File: config.mk
export PLATFORM = sky130hd
export DESIGN_NAME = ps2_mouse_pkt
export DESIGN_NICKNAME = d
export VERILOG_FILES = /design/src/rtl/ps2_mouse_pkt.sv
export SDC_FILE = /design/constraint.sdc
export NUM_CORES = 1
export LEC_CHECK = 0
export BUFFER_PORTS_ARGS = -buffer_cell sky130_fd_sc_hd__buf_2
export CAP_MARGIN = 10
export CORE_ASPECT_RATIO = 1.25
export CORE_MARGIN = 3
export CORE_UTILIZATION = 50
export DETAILED_ROUTE_END_ITERATION = 7
export GPL_ROUTABILITY_DRIVEN = 0
export PLACE_DENSITY = 0.68
export SYNTH_ARGS = -nofsm -noshare
export SYNTH_HDL_FRONTEND = slang
export SYNTH_SLANG_ARGS = --single-unit
File: constraint.sdc
create_clock -name clk -period 5.1 [get_ports clk]
set_input_delay 0.255 -clock clk [delete_from_list [all_inputs] [get_ports clk]]
set_output_delay 0.255 -clock clk [all_outputs]
set_load 0.05 [all_outputs]
File: src/rtl/ps2_mouse_pkt.sv
// PS/2 mouse receiver: synchronises the PS/2 lines, deframes 11-bit frames,
// assembles 3- or 4-byte movement packets and tracks a clamped cursor.
// Ports:
//   clk, rst        system clock, synchronous active-high reset
//   rx_en           receive enable (low holds the receiver idle)
//   ps2_clk/data    raw PS/2 lines, asynchronous to clk
//   pos_x/pos_y     clamped cursor position (Y grows screen-down)
//   buttons         {middle, right, left} from the last accepted packet
//   wheel           signed wheel delta (0 for 3-byte packets)
//   pkt_valid       one-cycle pulse per accepted packet
//   err_*           one-cycle parity / frame / timeout error pulses
//   ack_seen        sticky, set by a received 0xFA byte
module ps2_mouse_pkt #(
  parameter int unsigned PKT_BYTES = 3,
  parameter int unsigned POS_W     = 10,
  parameter int unsigned X_MAX     = 639,
  parameter int unsigned Y_MAX     = 479,
  parameter int unsigned TIMEOUT   = 50000
) (
  input  logic             clk,
  input  logic             rst,
  input  logic             rx_en,
  input  logic             ps2_clk,
  input  logic             ps2_data,
  output logic [POS_W-1:0] pos_x,
  output logic [POS_W-1:0] pos_y,
  output logic [2:0]       buttons,
  output logic [3:0]       wheel,
  output logic             pkt_valid,
  output logic             err_parity,
  output logic             err_frame,
  output logic             err_timeout,
  output logic             ack_seen
);

  localparam int unsigned PW    = POS_W + 2;
  localparam int unsigned TO_W  = $clog2(TIMEOUT + 1);
  localparam int unsigned IDX_W = 2;
  localparam logic signed [PW-1:0] X_MAX_S = PW'(X_MAX);
  localparam logic signed [PW-1:0] Y_MAX_S = PW'(Y_MAX);

  typedef enum logic [1:0] {ST_IDLE, ST_DATA, ST_PARITY, ST_STOP} state_e;

  logic             clk_meta_q, clk_sync_q, clk_prev_q;
  logic             dat_meta_q, dat_sync_q;
  state_e           state_q;
  logic [2:0]       bit_cnt_q;
  logic [7:0]       shift_q;
  logic             par_q;
  logic [IDX_W-1:0] idx_q;
  logic [7:0]       b0_q, b1_q, b2_q;
  logic [TO_W-1:0]  to_cnt_q;
  logic [POS_W-1:0] pos_x_q, pos_y_q;
  logic [2:0]       buttons_q;
  logic [3:0]       wheel_q;
  logic             pkt_valid_q, err_parity_q, err_frame_q, err_timeout_q, ack_seen_q;

  logic             fall_c;
  logic             par_ok_c;
  logic [7:0]       b2_c;
  logic [3:0]       wheel_c;
  logic signed [8:0]    dx9, dy9;
  logic signed [PW-1:0] sum_x, sum_y;
  logic [POS_W-1:0] pos_x_d, pos_y_d;

  assign fall_c   = clk_prev_q & ~clk_sync_q;
  assign par_ok_c = ^{shift_q, par_q};
  // The final packet byte is still in the shift register at the stop edge.
  assign b2_c     = (PKT_BYTES == 4) ? b2_q : shift_q;
  assign wheel_c  = (PKT_BYTES == 4) ? shift_q[3:0] : 4'd0;

  // Cursor update: signed deltas, overflowed axis ignored, clamp to screen.
  always_comb begin
    dx9     = b0_q[6] ? 9'sd0 : {b0_q[4], b1_q};
    dy9     = b0_q[7] ? 9'sd0 : {b0_q[5], b2_c};
    sum_x   = $signed({2'b00, pos_x_q}) + PW'(dx9);
    sum_y   = $signed({2'b00, pos_y_q}) - PW'(dy9);
    pos_x_d = sum_x[POS_W-1:0];
    pos_y_d = sum_y[POS_W-1:0];
    if (sum_x[PW-1])          pos_x_d = '0;
    else if (sum_x > X_MAX_S) pos_x_d = POS_W'(X_MAX);
    if (sum_y[PW-1])          pos_y_d = '0;
    else if (sum_y > Y_MAX_S) pos_y_d = POS_W'(Y_MAX);
  end

  // Synchroniser, frame FSM, packet assembly and registered outputs.
  always_ff @(posedge clk) begin
    if (rst) begin
      clk_meta_q    <= 1'b1;
      clk_sync_q    <= 1'b1;
      clk_prev_q    <= 1'b1;
      dat_meta_q    <= 1'b1;
      dat_sync_q    <= 1'b1;
      state_q       <= ST_IDLE;
      bit_cnt_q     <= '0;
      shift_q       <= '0;
      par_q         <= 1'b0;
      idx_q         <= '0;
      b0_q          <= '0;
      b1_q          <= '0;
      b2_q          <= '0;
      to_cnt_q      <= '0;
      pos_x_q       <= POS_W'(X_MAX / 2);
      pos_y_q       <= POS_W'(Y_MAX / 2);
      buttons_q     <= '0;
      wheel_q       <= '0;
      pkt_valid_q   <= 1'b0;
      err_parity_q  <= 1'b0;
      err_frame_q   <= 1'b0;
      err_timeout_q <= 1'b0;
      ack_seen_q    <= 1'b0;
    end else begin
      clk_meta_q    <= ps2_clk;
      clk_sync_q    <= clk_meta_q;
      clk_prev_q    <= clk_sync_q;
      dat_meta_q    <= ps2_data;
      dat_sync_q    <= dat_meta_q;
      pkt_valid_q   <= 1'b0;
      err_parity_q  <= 1'b0;
      err_frame_q   <= 1'b0;
      err_timeout_q <= 1'b0;

      if (!rx_en) begin
        state_q   <= ST_IDLE;
        bit_cnt_q <= '0;
        idx_q     <= '0;
        to_cnt_q  <= '0;
      end else if (fall_c) begin
        // A falling edge wins over a coincident timeout.
        to_cnt_q <= '0;
        case (state_q)
          ST_IDLE: begin
            if (!dat_sync_q) begin
              state_q   <= ST_DATA;
              bit_cnt_q <= '0;
            end
          end
          ST_DATA: begin
            shift_q   <= {dat_sync_q, shift_q[7:1]};
            bit_cnt_q <= bit_cnt_q + 3'd1;
            if (bit_cnt_q == 3'd7) state_q <= ST_PARITY;
          end
          ST_PARITY: begin
            par_q   <= dat_sync_q;
            state_q <= ST_STOP;
          end
          default: begin
            state_q <= ST_IDLE;
            if (!dat_sync_q) begin
              err_frame_q <= 1'b1;
              idx_q       <= '0;
            end else if (!par_ok_c) begin
              err_parity_q <= 1'b1;
              idx_q        <= '0;
            end else if (idx_q == '0) begin
              // 0xFA is a command ack; a header without bit 3 means lost sync.
              if (shift_q == 8'hFA) begin
                ack_seen_q <= 1'b1;
              end else if (!shift_q[3]) begin
                err_frame_q <= 1'b1;
              end else begin
                b0_q  <= shift_q;
                idx_q <= IDX_W'(1);
              end
            end else if (idx_q == IDX_W'(PKT_BYTES - 1)) begin
              pkt_valid_q <= 1'b1;
              pos_x_q     <= pos_x_d;
              pos_y_q     <= pos_y_d;
              buttons_q   <= b0_q[2:0];
              wheel_q     <= wheel_c;
              idx_q       <= '0;
            end else begin
              if (idx_q == IDX_W'(1)) b1_q <= shift_q;
              else                    b2_q <= shift_q;
              idx_q <= idx_q + IDX_W'(1);
            end
          end
        endcase
      end else if (state_q != ST_IDLE) begin
        if (to_cnt_q == TO_W'(TIMEOUT - 1)) begin
          err_timeout_q <= 1'b1;
          state_q       <= ST_IDLE;
          idx_q         <= '0;
          to_cnt_q      <= '0;
        end else begin
          to_cnt_q <= to_cnt_q + TO_W'(1);
        end
      end
    end
  end

  assign pos_x       = pos_x_q;
  assign pos_y       = pos_y_q;
  assign buttons     = buttons_q;
  assign wheel       = wheel_q;
  assign pkt_valid   = pkt_valid_q;
  assign err_parity  = err_parity_q;
  assign err_frame   = err_frame_q;
  assign err_timeout = err_timeout_q;
  assign ack_seen    = ack_seen_q;

endmodule

Yosys cells after proc, flatten, opt, wreduce, memory -nomap -nowiden
Index checks and enable logic that the tools add are counted.

storage, ports and cells
  register bits = 81
  input port bits = 5
  output and inout bits = 32
  logic and storage cells = 106

cells by class
  add/sub/neg operators = 5
  $lt $le $gt $ge = 2
  eq/ne operators = 13
  multiplexer cells = 31
  bitwise operators = 11
  reduce and logical (&&, ||, !) cells = 23

operator list
  cell                                                   number
  2-to-1 mux 10 bit                                      4
  2-to-1 mux 2 bit                                       13
  2-to-1 mux 9 bit                                       2
  adder 16 x 1 -> 16 bit (second input constant)         1
  == test 16 bit (second input constant)                 1
  2-to-1 mux 16 bit                                      1
  AND reduction 8 bit                                    2
  AND reduction 7 bit                                    2
  adder 11 x 9 -> 12 bit                                 1
  > comparator 12 x 10 -> 1 bit (second input constant)  1
  > comparator 12 x 11 -> 1 bit (second input constant)  1
  subtractor 11 x 9 -> 12 bit                            1
  != test 5 bit (second input constant)                  2
  NOT 1 bit                                              10
  AND reduction 3 bit                                    3
  OR reduction 9 bit                                     1
  parity 9 bit                                           1
  == test 8 bit (second input constant)                  1
  2-to-1 mux 1 bit                                       8
  nonzero test 2 bit                                     4
  OR reduction 7 bit                                     1
  != test 3 bit (second input constant)                  2
  case mux 2 bit (3 select lines)                        1
  case mux 3 bit (2 select lines)                        1
  15 further kinds                                       20

Depth between registers and ports, before layout
  depth in word-level cells = 7
  mapped depth = 11
  gate-level depth less buffers = 11

Worst setup path after synthesis
OpenSTA, ideal clock, no wires.

  kind = register -> register
  from = register pos_y_q[0], in the netlist pos_y[0]
  to = register pos_y_q[2], in the netlist pos_y[2]
  setup time = 122 ps
  arrival time = 2,780 ps
  required time = 4,978 ps
  setup slack = 2,198 ps
  stages on the path, launching flop included = 12
  buffers on the path = 0
  period minus slack after synthesis = 2,902 ps
  path through = dfxtp_1 inv_1 ha_1 inv_1 fa_1 a21o_1 a221o_1 a21oi_1 xnor2_1 and4_1 or4_1 o32a_1

on the way
  longest elaborated chain between the ends = 4

ends and longest elaborated chain
  element                        line  source
  start: declaration             53    logic [POS_W-1:0] pos_x_q, pos_y_q;
  start signal: assignment       104   pos_y_q <= POS_W'(Y_MAX / 2);
  start signal: assignment       168   pos_y_q <= pos_y_d;
  subtractor 11 x 9 -> 12 bit *  77    sum_y = $signed({2'b00, pos_y_q}) - PW'(dy9);
  > comparator 12 x 10 -> 1 bit  83    else if (sum_y > Y_MAX_S) pos_y_d = POS_W'(Y_MAX);
  2-to-1 mux 10 bit              83
  2-to-1 mux 10 bit *            82    if (sum_y[PW-1]) pos_y_d = '0;

Mark *: on every way between the ends. The rest lies on a longest branch, timed or not.
A chain may end at the register's enable or synchronous reset.

Final worst setup path
  from = register shift_q[0], in the netlist b2_c[0]
  to = register pos_y_q[3], in the netlist pos_y[3]

on the way
  longest elaborated chain between the ends = 5
  elaborated cells between the ends (all ways) = 7
  those cells by class = add/sub: 1; order compare: 1; mux: 3; reduce/logical: 2

ends and longest elaborated chain
  element                        line  source
  start: declaration             48    logic [7:0] shift_q;
  start signal: assignment       139   shift_q <= {dat_sync_q, shift_q[7:1]};
  2-to-1 mux 9 bit               75    dy9 = b0_q[7] ? 9'sd0 : {b0_q[5], b2_c};
  subtractor 11 x 9 -> 12 bit    77
  > comparator 12 x 10 -> 1 bit  83
  2-to-1 mux 10 bit              83
  2-to-1 mux 10 bit              82

Parallel ways exist; a longest one is shown, timed or not.

==> flow_results.org <==
** Status
- Run status :: finished, final reports clean

** Drt
- After detailed routing, the average wire length per cell comes to about 15 µm.
- DRT Wirelength :: ~11000 µm
- For this block, the via count after detailed routing is between 4k and 5k.
- In the routed layout, each cell is associated on average with a via count of between 5 and 6.
- Detailed Routing Iterations Pass 1 :: 4
- Number of DRC violations after detailed-routing iteration 0 :: 160
- Number of remaining DRC errors :: 0
- In this run the remaining antenna-violating nets after routing total 0.

** Logic synthesis
- The number of different library cells used by synthesis comes to between 60 and 70.
- Per-instance average area after synthesis :: around 8.5 µm²
- The share of the Yosys chip area taken by registers is 0.337.
- Combined area of all synthesized cells :: ~4800 µm²
- The most used flip-flop cell after synthesis is dfxtp_1.
- Syn. warnings :: 0
- Synthesized instance count :: roughly 560
- Counting flops with an async set or reset pin after synthesis yields a share of 0.
- The synthesized design contains 80 register bits.
- Yosys mapped a number of flops with a built-in enable equal to 0.

** Critical path
- Data required time of the worst path :: about 5.3 ns
- Number of cells on the worst reg-to-reg path :: 11
- On the critical path, the stage with the largest delay is an instance of or4_1.
- Cell-by-cell listing of the critical path :: nor2b_1, ha_1, inv_1, fa_1, a21o_1, a21oi_1, o31a_1, o211ai_1, and4_1, or4_1, o32a_1
- Critical Path AT :: around 3.3 ns
- Along the worst path, the maximum fanout reaches 6.
- The worst setup path is captured at a flop.
- Setup CP Type :: flop to flop
- STA classifies the critical path startpoint as a flop.
- The largest single stage delay on the critical path is around 0.50 ns.

** Final layout
- Count of antenna diodes in the layout :: 0
- Area Overhead vs Synth :: 11.6%
- Highest-count cells in the layout ignoring fill and taps :: dfxtp_1 (80), nor2_1 (67), nand2_1 (51)
- Leading cell type in the layout, fill and taps excluded :: dfxtp_1
- Cell area after layout :: around 5300 µm²
- In the final layout, the share of cells above drive strength 1 is 0.103.
- For this run, the post-layout net count is a little over 600.

** Clocking
- Post-CTS clock slew at the launch and capture registers of the worst setup and hold paths :: 0.06 ns
- The number of setup buffers added after CTS is 0.
- Buffers inserted during clock tree synthesis total 9.
- TritonCTS built the clock tree.
- The clock tree synthesis step divided the H-tree into 3 levels.
- The number of gates resized after CTS was 0.
- Buffers inserted to repair hold after CTS numbered 0.
- Root buf cell :: clkbuf_16
- For the worst-skew pair, the clock arrives at the later sink with an insertion delay of between 0.3 and 0.4 ns.
- Clock tree synthesis found a total of 80 sinks.
- No sink is reached through more buffers than the 2 on the longest clock path.

** Floorplan
- Row generation in the floorplan step produced 39 rows.
- The region available for standard cell placement spans 9220 µm².
- For this configuration, the core starts out at a cell density of 0.515.
- Die outline height :: about 110 µm
- The floorplan step defined a die boundary enclosing roughly 11000 µm².
- Measured along the x axis, the die boundary spans 93.2 µm.
- Pin placement for this block handled 37 I/O pins.

** Placement
- The count of buffers added on input and output ports is 32.
- Worst setup timing slack at the placement stage :: 2.05 ns
- In this run the cell area measured after placement is between 4000 and 5000 µm².
- Detailed placement finished with a half-perimeter wire length of 7920 µm.

** Timing
- Final hold analysis gives a worst-case slack of between 0.09 and 0.1 ns.
- Clk_skew :: 0.00660 ns
- Counting I/O delays and the setup requirement, the final critical path takes between 3 and 4 ns.
- In this run the tightest slew margin relative to its limit is 0.264.
- Pins over their slew limit :: 0
- Setup violations remaining at the end of the flow were counted as 0.
- Post-route fraction of the period consumed by the critical path :: 0.598
- In the post-route analysis, the smallest setup slack over all paths is between 2 and 2.5 ns.
- Upper clock frequency limit :: about 0.33 GHz
- Setup TNS after final layout :: 0 ns
- The final hold violation count is 0.
- Pin slew with the least headroom to its limit :: around 1.1 ns
- Setup repair after global routing left no endpoint under its margin.

** Global routing
- The number of antenna violations at the first check in global routing came to 0.
- First-pass GRT wire length :: about 18000 µm
- For this run, the total global-route usage over all layers was measured as 0.211.
- The number of global-route vias before repair came to ~4.0k.
- Summed over all layers, the global routing overflow is 0.
- Entering global routing, the biggest net connects 50 pins.

** Pwr
- The share of total power dissipated in the clock network is 0.504.
- Net Switching :: approximately 0.29 mW
- Of the total power, registers draw 0.474.
- In this run the power density over the cells is roughly 250 nW/µm².
- Gate power share :: 0.021
- Cell internal power was estimated by the tool at approximately 1.0 mW.
- Worst voltage drop across the vdd grid :: ~0.00019 V
- Of the total power, the share spent switching nets is 0.221.
- Cell leakage power :: around 2.2 nW

** Min path
- The worst hold path was traced through 2 stages.
- The path class of the tightest hold or removal check is primary input to flop.

** Run
- Across the run, the number of max-cap violations was 0.
==> per-stage QoR <==
stage	utilization	instances	power [mW]
2_1_floorplan	-	564	0.665
3_3_place_gp	0.541	697	0.670
3_5_place_dp	0.541	697	0.671
4_1_cts	0.575	713	1.34
5_1_grt	0.575	713	1.37
6_report	0.575	713	1.32
==> sequential cells by signal, summed over array words and instances (netlist names) <==
signal       count
idx_q            2
b1_q             8
err_parity       1
state_q          2
err_timeout      1
b2_c             8
buttons          3
dat_sync_q       1
pos_x           10
par_q            1
clk_sync_q       1
pos_y           10
err_frame        1
clk_meta_q       1
pkt_valid        1
bit_cnt_q        3
b0_q             7
dat_meta_q       1
to_cnt_q        16
clk_prev_q       1
ack_seen         1
==> layout make-up <==
cell class	instances	area, µm²
Clock inverter	6	75.1
Clock buffer	10	239
Timing Repair Buffer	34	175
Inverter	21	78.8
Fill cell	842	3920
Multi-Input combinational cell	439	2980
Sequential cell	80	1600
Tap cell	123	154
==> worst max-delay path: cells and delay by family, from the launching register on <==
| family | cells | cell delay, ns |
|---|---|---|
| AO/OA/AOI/OAI | 5 | 1.03 |
| adder cells (fa/ha/maj) | 2 | 0.56 |
| buffers and inverters | 1 | 0.05 |
| flip-flops | 1 | 0.42 |
| AND/OR/NAND/NOR | 3 | 0.89 |
==> final timing paths <==
check | end | slack, ns | from
worst min-delay path | clk_meta_q$_SDFF_PP1_ | 0.1 | ps2_clk
worst max register to register | pos_y[3]$_SDFFE_PP1P_ | 2.05 | b2_c[0]$_SDFFE_PP0P_
worst min register to register | dat_sync_q$_SDFF_PP1_ | 0.42 | dat_meta_q$_SDFF_PP1_
worst max-delay path | pos_y[3]$_SDFFE_PP1P_ | 2.05 | b2_c[0]$_SDFFE_PP0P_
==> power groups by stage <==
stage	Clock, mW	Combinational (mW)	Sequential, mW
floorplan	0	0.0241	0.641
finish	0.668	0.0284	0.628
detailed placement	0	0.0288	0.642
CTS	0.683	0.0288	0.628
global route	0.710	0.0316	0.627
global placement	0	0.0286	0.642
==> cell usage after synthesis, types with 3 or more instances <==
library cell   n  share of area
dfxtp_1       80           0.34
nor2_1        67          0.053
nand2_1       51          0.040
a21oi_1       35          0.037
ha_1          30          0.079
mux2i_1       23          0.048
inv_1         20          0.016
xnor2_1       17          0.031
xor2_1        16          0.029
nand2b_1      15          0.020
nand3_1       15          0.016
clkbuf_1      14          0.011
o21ai_0       13          0.014
nor2b_1       12          0.016
o211ai_1      12          0.019
nand4_1       11          0.014
nor3_1        11          0.012
a21o_1         7          0.011
and2_1         6         0.0079
nor4_1         6         0.0079
o21a_1         6         0.0095
a221o_1        5          0.011
nor4b_1        5         0.0092
or2_2          5         0.0066
and4_1         4         0.0074
buf_4          4         0.0063
o31ai_1        4         0.0063
a221oi_1       3         0.0055
and3_1         3         0.0039
buf_1          3         0.0024
buf_2          3         0.0032
o211a_1        3         0.0063
o32a_1         3         0.0063
or3_1          3         0.0039
or4_1          3         0.0047
==> metal layers <==
layer  GRT usage  share of wire  wire length (µm)
met1       0.248           0.43              4610
met2       0.375           0.50              5420
met3      0.0321          0.042               454
met4       0.103          0.024               254
met5           0              0                 0
==> cell families after synthesis <==
group           Yosys count  share of synthesized area
other cells               1                   0.000789
simple gates            226                      0.243
fa+ha+maj                32                     0.0874
compound gates          118                      0.173
mux                      24                     0.0508
buf+inv                  45                     0.0395
flops                    80                      0.337
xor+xnor                 35                     0.0690
(Power assumes the default switching activity.)
